`src/rtl/arm_instr_encoder.sv`:
```
// Two-stage ARM encoder: S1 holds field bundle + legality, S2 holds the encoded word.
// Optional feature: define ENC_CHECKSUM_EN to build a running XOR of emitted words.
module arm_instr_encoder #(
  parameter int unsigned          ADDR_W    = 32,
  parameter logic [ADDR_W-1:0]    BASE_ADDR = '0
) (
  input  logic              clk,
  input  logic              reset,
  input  logic              in_valid,
  output logic              in_ready,
  input  logic [2:0]        op_class,
  input  logic [2:0]        alu_op,
  input  logic [3:0]        cond,
  input  logic              s_bit,
  input  logic [3:0]        rd,
  input  logic [3:0]        rn,
  input  logic [3:0]        rm,
  input  logic [11:0]       imm12,
  input  logic [23:0]       imm24,
  output logic              instr_valid,
  input  logic              instr_ready,
  output logic [31:0]       instr,
  output logic [ADDR_W-1:0] instr_addr,
  output logic              err,
  input  logic              err_clr,
  output logic [31:0]       checksum
);

  typedef enum logic [2:0] {
    CLS_DP_IMM = 3'd0,
    CLS_DP_REG = 3'd1,
    CLS_LDR    = 3'd2,
    CLS_STR    = 3'd3,
    CLS_B      = 3'd4,
    CLS_BL     = 3'd5
  } op_class_e;

  typedef struct packed {
    logic [2:0]  op_class;
    logic [2:0]  alu_op;
    logic [3:0]  cond;
    logic        s_bit;
    logic [3:0]  rd;
    logic [3:0]  rn;
    logic [3:0]  rm;
    logic [11:0] imm12;
    logic [23:0] imm24;
  } fields_t;

  fields_t     s1;
  logic        s1_full;
  logic        s1_legal;
  logic        legal_in;
  logic        in_fire;
  logic        out_fire;
  logic        s1_adv;
  logic [31:0] enc;
  logic [3:0]  cmd;
  logic [3:0]  rn_eff;
  logic        is_dp;

  assign legal_in = (op_class <= 3'd5) &&
                    !((op_class <= 3'd1) && (alu_op >= 3'd5));

  // An illegal bundle in S1 is simply dropped, so it never waits on S2.
  assign s1_adv   = s1_full && (!instr_valid || instr_ready || !s1_legal);
  assign in_ready = !s1_full || s1_adv;
  assign in_fire  = in_valid && in_ready;
  assign out_fire = instr_valid && instr_ready;

  always_comb begin
    cmd    = 4'b0100;
    enc    = '0;
    is_dp  = (s1.op_class == CLS_DP_IMM) || (s1.op_class == CLS_DP_REG);
    rn_eff = s1.rn;
    case (s1.alu_op)
      3'b000:  cmd = 4'b0100;
      3'b001:  cmd = 4'b0010;
      3'b010:  cmd = 4'b0000;
      3'b011:  cmd = 4'b1100;
      3'b100:  begin
        cmd    = 4'b1101;
        rn_eff = 4'd0;
      end
      default: cmd = 4'b0100;
    endcase
    if (is_dp) begin
      enc = {s1.cond, 2'b00, (s1.op_class == CLS_DP_IMM), cmd, s1.s_bit, rn_eff, s1.rd,
             (s1.op_class == CLS_DP_IMM) ? s1.imm12 : {8'b0, s1.rm}};
    end else begin
      case (s1.op_class)
        CLS_LDR: enc = {s1.cond, 2'b01, 6'b011001, s1.rn, s1.rd, s1.imm12};
        CLS_STR: enc = {s1.cond, 2'b01, 6'b011000, s1.rn, s1.rd, s1.imm12};
        CLS_B:   enc = {s1.cond, 2'b10, 2'b10, s1.imm24};
        CLS_BL:  enc = {s1.cond, 2'b10, 2'b11, s1.imm24};
        default: enc = '0;
      endcase
    end
  end

  // NOTE: payload registers carry no reset; s1_full alone says whether they mean anything.
  always_ff @(posedge clk) begin
    if (in_fire) begin
      s1 <= '{op_class, alu_op, cond, s_bit, rd, rn, rm, imm12, imm24};
    end
  end

  // NOTE: all state uses non-blocking assignments so every register samples pre-edge values.
  always_ff @(posedge clk or posedge reset) begin
    if (reset) begin
      s1_full  <= 1'b0;
      s1_legal <= 1'b0;
    end else if (in_fire) begin
      s1_full  <= 1'b1;
      s1_legal <= legal_in;
    end else if (s1_adv) begin
      s1_full  <= 1'b0;
    end
  end

  always_ff @(posedge clk or posedge reset) begin
    if (reset) begin
      instr_valid <= 1'b0;
      instr       <= '0;
      instr_addr  <= BASE_ADDR;
    end else begin
      if (out_fire) begin
        instr_addr <= instr_addr + ADDR_W'(4);
      end
      if (s1_adv && s1_legal) begin
        instr_valid <= 1'b1;
        instr       <= enc;
      end else if (out_fire) begin
        instr_valid <= 1'b0;
      end
    end
  end

  // Setting has priority over err_clr so a same-cycle illegal bundle is never lost.
  always_ff @(posedge clk or posedge reset) begin
    if (reset) begin
      err <= 1'b0;
    end else if (in_fire && !legal_in) begin
      err <= 1'b1;
    end else if (err_clr) begin
      err <= 1'b0;
    end
  end

`ifdef ENC_CHECKSUM_EN
  logic [31:0] checksum_q;
  always_ff @(posedge clk or posedge reset) begin
    if (reset) begin
      checksum_q <= '0;
    end else if (out_fire) begin
      checksum_q <= checksum_q ^ instr;
    end
  end
  assign checksum = checksum_q;
`else
  assign checksum = 32'h0;
`endif

endmodule

```
`config.mk`:
```
export PLATFORM = sky130hd
export DESIGN_NAME = arm_instr_encoder
export DESIGN_NICKNAME = d
export VERILOG_FILES = /design/src/rtl/arm_instr_encoder.sv
export SDC_FILE = /design/constraint.sdc
export NUM_CORES = 1
export LEC_CHECK = 0
export ABC_AREA = 1
export ABC_CLOCK_PERIOD_IN_PS = 10700
export BUFFER_PORTS_ARGS = -buffer_cell sky130_fd_sc_hd__buf_2
export CORE_MARGIN = 4
export CORE_UTILIZATION = 55
export CTS_CLUSTER_DIAMETER = 60
export DETAILED_ROUTE_END_ITERATION = 10
export PLACE_DENSITY = 0.84
export SLEW_MARGIN = 20
export SYNTH_ARGS = -nofsm -noshare
export SYNTH_HDL_FRONTEND = slang
export SYNTH_SLANG_ARGS = --single-unit
```
`constraint.sdc`:
```
create_clock -name clk -period 10.7 [get_ports clk]
set_input_delay 0.535 -clock clk [delete_from_list [all_inputs] [get_ports clk]]
set_output_delay 0.535 -clock clk [all_outputs]
set_load 0.005 [all_outputs]
```
==> results.sh, run 1 <==
export IMPL_hold_slack_ns=0.193
export IMPL_initial_core_util=0.560
export IMPL_layout_nets=715
export IMPL_final_setup_skew_ns=0.00971
export IMPL_antenna_found_initial=0
export IMPL_period_needed_ns=2.14
export IMPL_routed_via_count=4032
export IMPL_routabilityCongestion=0.856
export IMPL_rsz0062_at_grt="no"
export IMPL_grt_pass1_vias=3916
export IMPL_async_flop_share=0.528
export IMPL_pwr_share_seq=0.477
export IMPL_dr_first_iter_drc_count=216
export IMPL_switching_share=0.280
export IMPL_cp_start_kind="flop"
export IMPL_finalHoldViolations=0
export IMPL_hold_class="input pin to flop"
export IMPL_hold_path_end="s1[15]"
export IMPL_ios=163
export IMPL_cp_arrival_ns=2.58
export IMPL_die_h_um=108
export IMPL_p_leak_uw=0.00310
export IMPL_ff2ff_path_depth=7
export IMPL_worstMarginPinSlew_ns=0.830
export IMPL_cts_repair_resized=0
export IMPL_dieArea_mm2=0.0116
export IMPL_fin_crit_sh=0.200
export IMPL_slew_headroom=0.446
export IMPL_dp_hpwl_mm=8.14
export IMPL_diodes=0
export IMPL_ys_ff_latch=125
export IMPL_run_status="finished, final reports clean"
export IMPL_drt_pass1_iterations=7
export IMPL_setup_tns_ns=0
export IMPL_cts_sinks=125
export IMPL_syn_cell_area_mm2=0.00545
export IMPL_powerDensity_mw_per_mm2=195
export IMPL_post_cts_buffers=0
export IMPL_crit_type="flop to flop"
export IMPL_drc=0
export IMPL_io_buffers=128
export IMPL_coreArea_mm2=0.00973
export IMPL_syn2layout_area_growth_pct=21.3
export IMPL_grt_max_degree=67
export IMPL_reg2reg_slack_ns=8.56
export IMPL_cts_buffers=17
export IMPL_grt_pass1_wl_mm=18.5
export IMPL_power_frac_clock=0.395
export IMPL_ys_seq_area_frac=0.629
export IMPL_p_sw_uw=359
export IMPL_peakVddDrop_mv=0.133
export IMPL_clockBufferDepth=2
export IMPL_routed_wl_mm=11.6
export IMPL_worstReg2RegEnd="instr[17]"
export IMPL_synth_cells=511
export IMPL_intPower_uw=925
export IMPL_grt_total_usage=0.208
export IMPL_path_max_fanout=34
export IMPL_end_kind="flop"
export IMPL_syn_avg_cell_area_um2=10.7
export IMPL_max_cap_violations=0
export IMPL_root_buffer="clkbuf_8"
export IMPL_required_ns=11.14
export IMPL_layout_commonest_cell="buf_2"
export IMPL_final_cell_mix="128 x buf_2, 112 x nand2_1, 66 x dfrtp_1"
export IMPL_drive_above_1_share=0.287
export IMPL_rows=36
export IMPL_die_w_um=108
export IMPL_hold_buffers=0
export IMPL_grt_ovfl_total=0
export IMPL_clock_fmax_mhz=468
export IMPL_cts_tree="yes"
export IMPL_hold_path_startpoint="imm24[15]"
export IMPL_synth_flop_cell="dfrtp_1"
export IMPL_via_per_inst=5.07
export IMPL_final_max_slew_viol_count=0
export IMPL_startpoint="instr_valid"
export IMPL_power_frac_comb=0.129
export IMPL_setup_violations=0
export IMPL_drtAntennaViolNets=0
export IMPL_clk_pin_slew_ns=0.06
export IMPL_cts_max_level=4
export IMPL_holdPathStages=1
export IMPL_ys_types=36
export IMPL_wire_per_inst_um=14.5
export IMPL_r2r_start="instr_valid"
export IMPL_yosysWarnings=0
export IMPL_synth_edf_count=59
export IMPL_worstSkewPairLatency_ns=0.51
==> registers in the layout, summed over array words and instances (netlist names) <==
name         cells
instr           32
instr_addr      30
instr_valid      1
s1              59
err              1
s1_legal         1
s1_full          1
==> Yosys cell counts (all sizes together), types with 2 or more instances <==
cell type / n / area (um^2)
nand3b: 3 / 22.5
nand3: 38 / 218
buf: 43 / 324
nand2: 120 / 480
nor3: 2 / 10.0
a21oi: 24 / 124
o21ai: 7 / 35.0
and2: 3 / 18.8
xor2: 9 / 78.8
nor2: 65 / 320
xnor2: 10 / 87.6
nand4: 6 / 37.5
dfrtp: 66 / 1650
a221oi: 4 / 35.0
a31oi: 3 / 18.8
inv: 42 / 158
edfxtp: 59 / 1770
==> worst max-delay path by stage <==
stage	slack [ns]	end	cells after the start
floorplan	6.97	s1_legal	6
global placement	8.44	instr[16]	9
detailed placement	8.34	instr[17]	9
CTS	8.56	instr[17]	7
global route	8.37	instr[23]	7
finish	8.56	instr[17]	7
==> power by group through the flow <==
stage | logic, uW | registers (uW) | clock network [uW]
global placement | 157 | 618 | 0
CTS | 167 | 612 | 514
global route | 187 | 620 | 539
floorplan | 94.1 | 616 | 0
finish | 165 | 612 | 507
detailed placement | 167 | 619 | 0
==> per-layer routing <==
| layer | routed length [um] | vias up | track usage |
|---|---|---|---|
| met1 | 4410 | 1887 | 0.248 |
| met5 | 0 | - | 0 |
| li1 | - | 1907 | - |
| met2 | 5850 | 219 | 0.358 |
| met4 | 207 | 0 | 0.0703 |
| met3 | 1110 | 19 | 0.0642 |
==> critical path: stages (launching register included) <==
cell and delay [ns]:
dfrtp_1 0.42, nand2_2 0.11, nand2_2 0.40, inv_2 0.59, nand2_1 0.22, inv_2 0.16, nand2_1 0.07, nand3_1 0.08
==> area by class of cell <==
class / instances / area [um^2]
flip-flops and latches: 125 / 3420
fillers: 738 / 3130
multi-input cells: 334 / 1670
repair buffers: 130 / 656
clock buffers: 18 / 418
well taps: 133 / 166
inverters: 42 / 158
clock inverters: 14 / 110
==> kinds of logic (layout without fill, tap and decap cells) <==
| group | count (synthesis) | count (layout) | synth area share |
|---|---|---|---|
| compound gates | 42 | 42 | 0.0448 |
| simple gates | 238 | 238 | 0.205 |
| xor+xnor | 19 | 19 | 0.0306 |
| fa+ha+maj | 1 | 1 | 0.00230 |
| flops | 125 | 125 | 0.629 |
| other cells | 1 | 34 | 0.000689 |
| buf+inv | 85 | 204 | 0.0885 |
==> through the flow <==
stage          cell area, um^2  total power (uW)  utilization  instances  setup WS, ns
2_1_floorplan             5570               710            -        544          6.97
3_3_place_gp              6070               775        0.624        764          8.44
3_5_place_dp              6070               786        0.624        764          8.34
4_1_cts                   6600              1290        0.679        796          8.56
5_1_grt                   6600              1350        0.679        796          8.37
6_report                  6600              1280        0.679        796          8.56
Power figures use the tool's default switching activity.
==> inputs of run 2 (changes only) <==
- ABC_AREA: 1 -> 0
- ABC_CLOCK_PERIOD_IN_PS: 10700 -> 1900
- CORE_UTILIZATION: 55 -> 46
- PLACE_DENSITY: 0.84 -> 0.76
- clock period: 10.7 -> 1.9 ns (I/O delays scaled with it)
==> results.sh, run 2 <==
export IMPL_run_status="finished, final reports clean"
export IMPL_synth_edf_count=59
export IMPL_netlist_area_leader_share=0.350
export IMPL_yosysWarnings=0
export IMPL_max_flop_register="s1"
export IMPL_rsz0062_at_grt="no"
export IMPL_cp_start_kind="flop"
export IMPL_root_buffer="clkbuf_8"
export IMPL_syn_cell_area_mm2=0.00506
export IMPL_drt_pass1_iterations=4
export IMPL_crit_type="flop to flop"
export IMPL_ys_types=36
export IMPL_setup_violations=0
export IMPL_ys_seq_area_frac=0.677
export IMPL_ff2ff_path_depth=5
export IMPL_top_regs="s1: 59 flops, instr: 32 flops, instr_addr: 30 flops"
export IMPL_layout_nets=659
export IMPL_dp_hpwl_mm=7.44
export IMPL_grt_total_usage=0.193
export IMPL_register_area_mm2=0.00342
export IMPL_synth_cells=384
export IMPL_grt_ovfl_total=0
export IMPL_fin_crit_sh=0.927
export IMPL_peakVddDrop_mv=0.738
export IMPL_cts_tree="yes"
export IMPL_syn_avg_cell_area_um2=13.2
export IMPL_max_cap_violations=0
export IMPL_synth_flop_cell="dfrtp_1"
export IMPL_clockBufferDepth=2
export IMPL_p_leak_uw=0.00324
export IMPL_end_kind="flop"
export IMPL_stdcell_count=748
export IMPL_routed_via_count=3696
export IMPL_die_h_um=113
export IMPL_hold_class="input pin to async pin"
export IMPL_cts_sinks=125
export IMPL_cts_buffers=17
export IMPL_largest_register_ffs=59
export IMPL_setup_tns_ns=0
export IMPL_ys_ff_latch=125
export IMPL_clock_fmax_mhz=568
export IMPL_initial_core_util=0.469
export IMPL_yosysTopAreaCell="edfxtp_1"
export IMPL_final_max_slew_viol_count=0
export IMPL_worstSkewPairLatency_ns=0.51
export IMPL_clk_pin_slew_ns=0.06
export IMPL_synthTopCellsByCount="66 x dfrtp_1, 59 x edfxtp_1, 34 x buf_4"
export IMPL_wire_per_inst_um=16.4
export IMPL_die_w_um=113
export IMPL_async_flop_share=0.528
export IMPL_layout_commonest_cell="buf_2"
export IMPL_drtAntennaViolNets=0
export IMPL_finalHoldViolations=0
export IMPL_period_needed_ns=1.76
export IMPL_via_per_inst=4.94
export IMPL_required_ns=2.27
export IMPL_routabilityCongestion=0.740
export IMPL_final_cell_mix="128 x buf_2, 66 x dfrtp_1, 64 x dlygate4sd3_1"
export IMPL_antenna_found_initial=1
export IMPL_synth_most_common_cell="dfrtp_1"
export IMPL_io_buffers=128
export IMPL_ios=163
export IMPL_multiInputGateArea_mm2=0.00145
export IMPL_rows=38
export IMPL_grt_pass1_wl_mm=19.1
export IMPL_final_setup_skew_ns=0.0210
export IMPL_yosys_top_cells_area="edfxtp_1 35%, dfrtp_1 33%, buf_4 5.0%, xnor2_1 4.2%, nand2_1 2.4%"
export IMPL_path_max_fanout=8
export IMPL_drive_above_1_share=0.301
export IMPL_dieArea_mm2=0.0127
export IMPL_nFillCells=776
export IMPL_routed_wl_mm=12.2
export IMPL_drc=0
export IMPL_cts_max_level=4
export IMPL_place_detailed_instances=651
export IMPL_syn2layout_area_growth_pct=40.4
export IMPL_grt_max_degree=67
export IMPL_dr_first_iter_drc_count=232
export IMPL_powerDensity_mw_per_mm2=1120
export IMPL_coreArea_mm2=0.0108
export IMPL_cp_arrival_ns=2.13
export IMPL_grt_pass1_vias=3810
export IMPL_worstMarginPinSlew_ns=0.714
export IMPL_slew_headroom=0.520
[run 2: changes by cell type after synthesis, moves of 6 or more]
cell      change
nor2_4        -7
nor2_1       -22
xnor2_1      +14
a221oi_1      +8
nand2_2       -6
inv_1        -33
nor2b_1       +6
nand2_1      -80
nand3_1      -13
clkbuf_1      +8
a21oi_1      -13
[run 2: worst paths after layout]
kind                                  endpoint           start  slack, ns
min in group clk                         s1[6]        imm24[6]       0.30
worst min-delay path            instr_addr[25]           reset       0.20
worst min register to register  instr_addr[31]  instr_addr[31]       0.48
max in group asynchronous            instr[23]           reset       1.40
worst max register to register             err     instr_valid       0.14
worst max-delay path                       err     instr_valid       0.14
[run 2: layer usage]
layer	share of wire	wire length, um	global-route usage	vias to the layer above
li1	-	-	-	1729
met1	0.39	4740	0.221	1775
met2	0.52	6380	0.345	174
met3	0.078	952	0.0572	18
met4	0.014	167	0.0649	0
met5	0	0	0	-
[run 2: layout make-up]
cell class                      count  share of cell area
Clock buffer                       17              0.0583
Multi-Input combinational cell    241               0.204
Antenna cell                        1            0.000352
Timing Repair Buffer              204               0.198
Sequential cell                   125               0.482
Tap cell                          140              0.0247
Inverter                            5             0.00264
Clock inverter                     15              0.0296
[run 2: cells by family after synthesis]
group	after synthesis	share of synthesized area
and+or+nand+nor	124	0.128
buffers and inverters	51	0.0638
other	1	0.000741
xor gates and xnor gates	30	0.0519
AOI/OAI and AO/OA	47	0.0651
muxes	5	0.0111
DFF	125	0.677
adders and majority gates	1	0.00247
[run 2: repair_timing]
| item | 4_1_cts | 5_1_grt |
|---|---|---|
| endpoints found under the hold margin | 131 | 0 |
| setup buffers | 0 | 0 |
| hold buffers | 64 | 0 |
| resized for setup | 0 | 2 |
| setup endpoints to repair | 0 | 2 |
[run 2: where the power goes]
part	internal [uW]	switching, uW
Clock	2160	1240
Sequential	3200	242
Combinational	542	542
Total	5900	2020
[run 2: through the flow]
step / power [uW] / setup slack [ns] / cell area [um^2] / util / hold slack, ns
floorplan: 3970 / 0.150 / 5180 / - / 0.194
global placement: 4400 / 0.194 / 5830 / 0.540 / 0.192
detailed placement: 4450 / 0.165 / 5830 / 0.540 / 0.204
CTS: 7950 / 0.0981 / 7090 / 0.657 / 0.213
global route: 8270 / 0.00451 / 7100 / 0.658 / 0.221
finish: 7920 / 0.138 / 7100 / 0.658 / 0.202
[run 2: critical path: stages (launching register included)]
cell	delay, ns
dfrtp_1	0.45
nor2b_2	0.22
nand3_1	0.15
o211ai_1	0.15
o21ai_0	0.11
dlygate4sd3_1	0.56
==> inputs of run 3 (changes only) <==
- ABC_CLOCK_PERIOD_IN_PS: 1900 -> 1800
- CORE_UTILIZATION: 46 -> 51
- PLACE_DENSITY: 0.76 -> 0.8
- clock period: 1.9 -> 1.8 ns (I/O delays scaled with it)
==> results.sh, run 3 (synthesis gave the netlist of run 2 again) <==
export IMPL_run_status="finished, final reports clean"
export IMPL_hold_class="input pin to async pin"
export IMPL_antenna_found_initial=0
export IMPL_grt_use_met3=0.0714
export IMPL_drt_pass1_iterations=4
export IMPL_path_cells="nand4_1 -> nor4_4 -> nand4_1 -> xnor2_1"
export IMPL_crit_buf_inv=0
export IMPL_cp_top_family="simple AND/OR/NAND/NOR gates"
export IMPL_largest_register_ffs=59
export IMPL_final_cell_mix="128 x buf_2, 66 x dfrtp_1, 63 x dlygate4sd3_1"
export IMPL_clk_pin_slew_ns=0.06
export IMPL_grt_pass1_vias=3851
export IMPL_dr_first_iter_drc_count=249
export IMPL_end_kind="flop"
export IMPL_dp_hpwl_mm=7.60
export IMPL_rsz0062_at_grt="no"
export IMPL_final_max_slew_viol_count=0
export IMPL_wire_per_inst_um=16.3
export IMPL_setup_tns_ns=0
export IMPL_crit_type="flop to flop"
export IMPL_cts_tree="yes"
export IMPL_required_ns=2.18
export IMPL_routed_via_count=3715
export IMPL_grt_ovfl_total=0
export IMPL_die_w_um=108
export IMPL_die_h_um=108
export IMPL_worstMarginPinSlew_ns=0.604
export IMPL_max_cap_violations=0
export IMPL_switching_share=0.244
export IMPL_routabilityCongestion=0.777
export IMPL_cts_max_level=4
export IMPL_layout_nets=662
export IMPL_setup_violations=0
export IMPL_slew_headroom=0.598
export IMPL_max_flop_register="s1"
export IMPL_cp_start_kind="flop"
export IMPL_root_buffer="clkbuf_8"
export IMPL_via_per_inst=4.99
export IMPL_coreArea_mm2=0.00973
export IMPL_dieArea_mm2=0.0116
export IMPL_reg2reg_slack_ns=0.09
export IMPL_cts_buffers=17
export IMPL_finalHoldViolations=0
export IMPL_period_needed_ns=1.71
export IMPL_slowest_delay_ns=0.53
export IMPL_initial_core_util=0.520
export IMPL_powerDensity_mw_per_mm2=1140
export IMPL_intPower_uw=6080
export IMPL_p_sw_uw=1970
export IMPL_layout_commonest_cell="buf_2"
export IMPL_drive_above_1_share=0.297
export IMPL_top_regs="s1: 59 flops, instr: 32 flops, instr_addr: 30 flops"
export IMPL_p_leak_uw=0.00323
export IMPL_grt_pass1_wl_mm=19.4
export IMPL_grt_total_usage=0.220
export IMPL_cp_arrival_ns=2.08
export IMPL_path_max_fanout=8
export IMPL_drtAntennaViolNets=0
export IMPL_cts_sinks=125
export IMPL_power_frac_comb=0.144
export IMPL_worstReg2RegEnd="instr_addr[19]"
export IMPL_hold_slack_ns=0.177
export IMPL_ff2ff_path_depth=4
export IMPL_syn2layout_area_growth_pct=39.4
export IMPL_fin_crit_sh=0.948
export IMPL_clockBufferDepth=2
export IMPL_rows=36
export IMPL_met2_usage=0.386
export IMPL_r2r_start="instr_addr[7]"
export IMPL_use_met1=0.253
export IMPL_cpMostUsedCell="nand4_1"
export IMPL_pwr_share_seq=0.453
export IMPL_grt_max_degree=46
export IMPL_io_buffers=128
export IMPL_clock_fmax_mhz=586
export IMPL_crit_path_top_delay_cell="nor4_4"
export IMPL_peakVddDrop_mv=0.698
export IMPL_routed_wl_mm=12.1
export IMPL_power_frac_clock=0.404
export IMPL_drc=0
export IMPL_worstSkewPairLatency_ns=0.50
export IMPL_busiest_layer="met2"
export IMPL_ios=163
export IMPL_final_setup_skew_ns=0.00634
-- run 3: cell count changes in the layout (fill, tap and decap cells not counted), moves of 2 or more --
cell / before / now
buf_4: 9 / 13
inv_8: 2 / 0
clkinv_2: 0 / 4
clkinv_4: 3 / 0
inv_6: 3 / 0
clkbuf_1: 0 / 4
-- run 3: through the flow --
step	utilization	total power, uW	cell area (um^2)	std cells	setup WS, ns
6_report	0.725	8050	7050	744	0.0936
5_1_grt	0.724	8420	7050	743	0.00843
4_1_cts	0.723	8070	7040	742	0.0435
3_5_place_dp	0.600	4720	5840	647	0.0536
3_3_place_gp	0.600	4650	5840	647	0.142
2_1_floorplan	-	4190	5180	417	0.0552
-- run 3: power groups by stage --
stage	Clock, uW	Combinational (uW)	Sequential [uW]
2_1_floorplan	0	534	3660
3_3_place_gp	0	994	3660
3_5_place_dp	0	1040	3680
4_1_cts	3280	1150	3640
5_1_grt	3440	1290	3690
6_report	3250	1160	3640
-- run 3: worst register-to-register path, stage by stage (launching register included) --
cell and delay [ns]:
dfrtp_1 0.44, nand4_1 0.25, nor4_4 0.53, nand4_1 0.21
xnor2_1 0.17
-- run 3: metal layers --
layer  up-vias  share of wire
met5         -              0
met4         0          0.014
met3        17          0.078
met2       161           0.53
met1      1798           0.38
li1       1739              -
-- run 3: how the worst max path moves through the flow --
stage / slack (ns) / cells past startpoint / to / start
after floorplan: 0.06 / 1 / err / reset
after global placement: 0.14 / 5 / instr_addr[28] / instr_addr[2]
after detailed placement: 0.05 / 5 / instr_addr[28] / instr_addr[2]
after CTS: 0.04 / 5 / instr_addr[28] / instr_addr[2]
after global routing: 0.008 / 4 / s1[44] / instr_valid
final: 0.09 / 4 / instr_addr[19] / instr_addr[7]
-- run 3: what timing repair did --
item / CTS / global route
hold buffers: 63 / 0
setup endpoints to repair: 0 / 14
hold endpoints to repair: 86 / 0
gates resized for setup: 0 / 1
buffers inserted: 0 / 1
-- run 3: layout make-up --
type	instances	area, um^2
Sequential cell	125	3420
Clock inverter	10	121
Antenna cell	1	2.50
Timing Repair Buffer	207	1430
Multi-Input combinational cell	241	1450
Inverter	5	18.8
Tap cell	133	166
Fill cell	653	2680
Clock buffer	22	443
